[src/rtl/iram_dp.sv]
// Instruction RAM: handshaked load port, 1-cycle registered fetch port, and an
// optional post-reset zeroing sweep that holds both ports off until it finishes.
module iram_dp #(
  parameter int unsigned DATA_W         = 16,
  parameter int unsigned ADDR_W         = 9,
  parameter int unsigned DEPTH          = 32,
  parameter bit          CLEAR_ON_RESET = 1'b1
) (
  input  logic              clk,
  input  logic              rst,
  input  logic              ld_valid,
  output logic              ld_ready,
  input  logic [ADDR_W-1:0] ld_addr,
  input  logic [DATA_W-1:0] ld_data,
  output logic              ld_err,
  input  logic              rd_en,
  input  logic [ADDR_W-1:0] rd_addr,
  output logic [DATA_W-1:0] rd_data,
  output logic              rd_valid,
  output logic              rd_err,
  output logic              busy
);

  localparam int unsigned IDX_W = (DEPTH > 1) ? $clog2(DEPTH) : 1;

  typedef enum logic {
    CLEAR,
    READY
  } state_t;

  localparam state_t RESET_STATE = CLEAR_ON_RESET ? CLEAR : READY;

  logic [DATA_W-1:0] mem [DEPTH];

  state_t            state_q, state_d;
  logic [IDX_W-1:0]  cnt_q, cnt_d;
  logic [DATA_W-1:0] rd_data_q, rd_data_d;
  logic              rd_valid_q, rd_valid_d;
  logic              rd_err_q, rd_err_d;
  logic              ld_err_q, ld_err_d;

  logic              isReady;
  logic              ldFire;
  logic              rdFire;
  logic              ldInRange;
  logic              rdInRange;
  logic              wrHit;
  logic [IDX_W-1:0]  ldIdx;
  logic [IDX_W-1:0]  rdIdx;

  // Range checks use the whole address so upper bits can never alias into the array.
  assign ldInRange = (32'(ld_addr) < DEPTH);
  assign rdInRange = (32'(rd_addr) < DEPTH);
  assign ldIdx     = ld_addr[IDX_W-1:0];
  assign rdIdx     = rd_addr[IDX_W-1:0];

  assign isReady  = (state_q == READY);
  assign ldFire   = ld_valid && isReady;
  assign rdFire   = rd_en && isReady;
  assign wrHit    = ldFire && ldInRange && (ld_addr == rd_addr);

  assign ld_ready = isReady;
  assign busy     = (state_q == CLEAR);
  assign rd_data  = rd_data_q;
  assign rd_valid = rd_valid_q;
  assign rd_err   = rd_err_q;
  assign ld_err   = ld_err_q;

  always_comb begin
    state_d    = state_q;
    cnt_d      = cnt_q;
    rd_data_d  = rd_data_q;
    rd_valid_d = rdFire;
    rd_err_d   = rdFire && !rdInRange;
    ld_err_d   = ldFire && !ldInRange;

    if (state_q == CLEAR) begin
      cnt_d = cnt_q + IDX_W'(1);
      if (cnt_q == IDX_W'(DEPTH - 1)) begin
        state_d = READY;
        cnt_d   = '0;
      end
    end

    // Write-first on a same-address collision: forward the load data.
    if (rdFire) begin
      if (!rdInRange) begin
        rd_data_d = '0;
      end else if (wrHit) begin
        rd_data_d = ld_data;
      end else begin
        rd_data_d = mem[rdIdx];
      end
    end
  end

  always_ff @(posedge clk or posedge rst) begin
    if (rst) begin
      state_q    <= RESET_STATE;
      cnt_q      <= '0;
      rd_data_q  <= '0;
      rd_valid_q <= 1'b0;
      rd_err_q   <= 1'b0;
      ld_err_q   <= 1'b0;
    end else begin
      state_q    <= state_d;
      cnt_q      <= cnt_d;
      rd_data_q  <= rd_data_d;
      rd_valid_q <= rd_valid_d;
      rd_err_q   <= rd_err_d;
      ld_err_q   <= ld_err_d;
    end
  end

  // The array has no reset; the sweep is the only way it gets zeroed.
  always_ff @(posedge clk) begin
    if (state_q == CLEAR) begin
      mem[cnt_q] <= '0;
    end else if (ldFire && ldInRange) begin
      mem[ldIdx] <= ld_data;
    end
  end

endmodule

[config.mk]
export PLATFORM = sky130hd
export DESIGN_NAME = iram_dp
export DESIGN_NICKNAME = d
export VERILOG_FILES = /design/src/rtl/iram_dp.sv
export SDC_FILE = /design/constraint.sdc
export NUM_CORES = 1
export LEC_CHECK = 0
export ABC_AREA = 1
export BUFFER_PORTS_ARGS = -buffer_cell sky130_fd_sc_hd__buf_2
export CORE_UTILIZATION = 55
export CTS_CLUSTER_DIAMETER = 50
export DETAILED_ROUTE_END_ITERATION = 7
export MAX_ROUTING_LAYER = met4
export PLACE_DENSITY = 0.72
export SLEW_MARGIN = 40
export SYNTH_ARGS = -nofsm -noshare
export SYNTH_HDL_FRONTEND = slang
export SYNTH_SLANG_ARGS = --single-unit
[constraint.sdc]
create_clock -name clk -period 4.6 [get_ports clk]
set_input_delay 0.92 -clock clk [delete_from_list [all_inputs] [get_ports clk]]
set_output_delay 0.92 -clock clk [all_outputs]
set_load 0.01 [all_outputs]
==> qor.csv <==
metric,value,unit
mapped cell area,22400,µm²
Port Buffers,58,
Tot Pwr,9830,µW
Clock Path Buffers,3,
R2R Path Start,ld_ready,
P&R area growth vs syn,11.7,%
post-CTS sizing,0,
I/O Pins,59,
final setup fails,0,
"Hold Vio Cnt, Final",0,
Max-slew headroom,42.7,%
Comb pwr share,4.9,%
cell count after synthesis,1951,
required time of the critical path,5110,ps
"Net Count, Synth",1991,
DP HPWL,32800,µm
Setup CP Type,primary input to register,
Initial Util,56.1,%
TritonCTS Buffers,51,
grt ovf,0,
first-pass GRT wire length,85700,µm
fmax,376,MHz
sw power,2100,µW
post-synthesis sequential area ratio,71.5,%
outcome,finished clean,
ys flop type,edfxtp_1,
"Slew Viols, Final",0,
Synth Area per Inst,11.5,µm²
Fin Setup TNS,0,ps
Startpoint Class,primary input,
Flop pwr share,53.8,%
Pre-antenna DRT Iters,6,
post-CTS setup buffer count,0,
CTS Root Cell,clkbuf_16,
die area,41500,µm²
clock tree sinks,537,
layout cell share with drive strength beyond 1,12.7,%
Final nets,2049,
Netlist cell types,34,
number of hold buffers added after cts,0,
DRC,0,
internal power,7730,µW
row count,73,
Hold WC Path Type,primary input to async pin,
Leakage,0.00996,µW
WL/cell,22.0,µm
"FF+latch count, synth",537,
warnings from Yosys,0,
final estimated routing congestion in global placement,0.962,
CP Capture Type,register,
Die X,204,µm
"Max FO, Critical Path",93,
final worst-path cycle share,57.9,%
sw frac,21.3,%
Worst-path clk slew,60,ps
Iteration-0 DRC Markers,2062,
worst slew pin tran,860,ps
Post-synth EDFFs,512,
CTS tree,yes,
worst vdd ir,0.277,mV
vias in the first global route,14483,
antenna-violating nets left,0,
PwrDens,393,nW/µm²
"top cells by area, synth","edfxtp_1 69%, nand3_1 11%, nand2_1 10%",
Clk pwr share,41.3,%
Synth area leader,edfxtp_1,
pin count of the biggest net entering global routing,112,
fin crit period,2660,ps
Post-Route WL,56500,µm
Core Region,39900,µm²
Setup crit start,rd_addr[0],
routed via count,15117,
total track usage,28.6,%
clock skew,14.9,ps
H-Tree Level Count,2,
unrepaired setup endpoints after global routing,false,
Chip Height,204,µm
diode count,0,
initial antenna violation count,0,
top-area cell type share of the netlist area,68.7,%
CP arrival,3170,ps
Async SR Flop Fraction,4.66,%
# Max-Cap Violations,0,
Via density,5.88,
Skew-Pair Late Insertion Delay,570,ps
-- final cells by class --
type | count | area [µm²]
Sequential cell | 537 | 16000
Fill cell | 3002 | 14900
Multi-Input combinational cell | 1232 | 5600
Clock buffer | 62 | 1360
Timing Repair Buffer | 122 | 906
Tap cell | 525 | 657
Inverter | 65 | 259
Clock inverter | 27 | 235
-- flip-flops by register name, summed over array words and instances, names as in the netlist --
| name | cells |
|---|---|
| rd_err | 1 |
| mem | 512 |
| ld_ready | 1 |
| cnt_q | 5 |
| rd_data | 16 |
| ld_err | 1 |
| rd_valid | 1 |
-- synth_stat cells, types with 11 or more instances --
cell type	n
dfrtp_1	25
nand2_1	614
nor2_1	57
nand2_2	11
clkbuf_1	14
inv_1	59
nand3_1	499
nand3_2	14
buf_2	76
buf_4	15
edfxtp_1	512
-- per-stage QoR --
stage	area [µm²]	util, %	worst slack (ps)	cells	hold WS [ps]
floorplan	22400	-	1710	1951	469
global placement	23300	58.4	1390	2478	472
detailed placement	23400	58.6	1430	2481	469
CTS	25000	62.6	2010	2570	419
global route	25000	62.7	1830	2570	447
finish	25000	62.7	1940	2570	406
-- cells by family (layout without fill, tap and decap cells) --
family | Yosys count | count (layout) | synth area share [%]
buffers and inverters | 182 | 276 | 3.93
AOI/OAI and AO/OA | 13 | 13 | 0.391
xor gates and xnor gates | 4 | 4 | 0.156
and+or+nand+nor | 1213 | 1213 | 23.9
adders and majority gates | 2 | 2 | 0.112
DFF | 537 | 537 | 71.5
-- routing by layer --
layer / wire length (µm) / global-route usage [%] / share of wire [%] / up-vias
li1: - / - / - / 6916
met1: 22300 / 39.6 / 39 / 7203
met2: 25200 / 41.3 / 45 / 881
met3: 6730 / 6.31 / 12 / 117
met4: 2270 / 11.4 / 4.0 / 0
met5: 0 / - / 0 / -
-- power groups by stage --
stage | logic, µW | clock network, µW | registers [µW]
floorplan | 303 | 0 | 5400
global placement | 463 | 0 | 5400
detailed placement | 469 | 0 | 5400
CTS | 472 | 4080 | 5290
global route | 514 | 4270 | 5290
finish | 478 | 4060 | 5290
-- path summary, 6_finish.rpt --
path | endpoint | slack (ps) | cells past startpoint
min reg2reg | rd_data[14] | 480 | 2
min in group clk | rd_data[14] | 480 | 2
min | cnt_q[1] | 410 | 2
max reg2reg | mem[30][6] | 2030 | 9
max | rd_data[12] | 1940 | 11
max in group asynchronous | rd_data[13] | 3810 | 2
-- critical path, stage by stage --
cell	delay (ps)
buf_6	180
inv_6	540
buf_4	410
nand2_1	90
nand3_1	80
nand3_1	90
nand3_1	220
nand3_1	230
nand3_1	160
nand2_1	60
nand2_1	60
-- layout by cell type (no fill, tap or decap), drive strengths merged, types with 4 or more instances in the layout --
| cell type | count |
|---|---|
| a21oi | 4 |
| inv | 66 |
| nor2 | 67 |
| clkinv | 20 |
| nand3 | 513 |
| nand2 | 625 |
| clkbuf | 62 |
| o21ai | 7 |
| dfrtp | 25 |
| edfxtp | 512 |
| nor3 | 4 |
| bufinv | 4 |
| buf | 122 |
(Power assumes the default switching activity.)
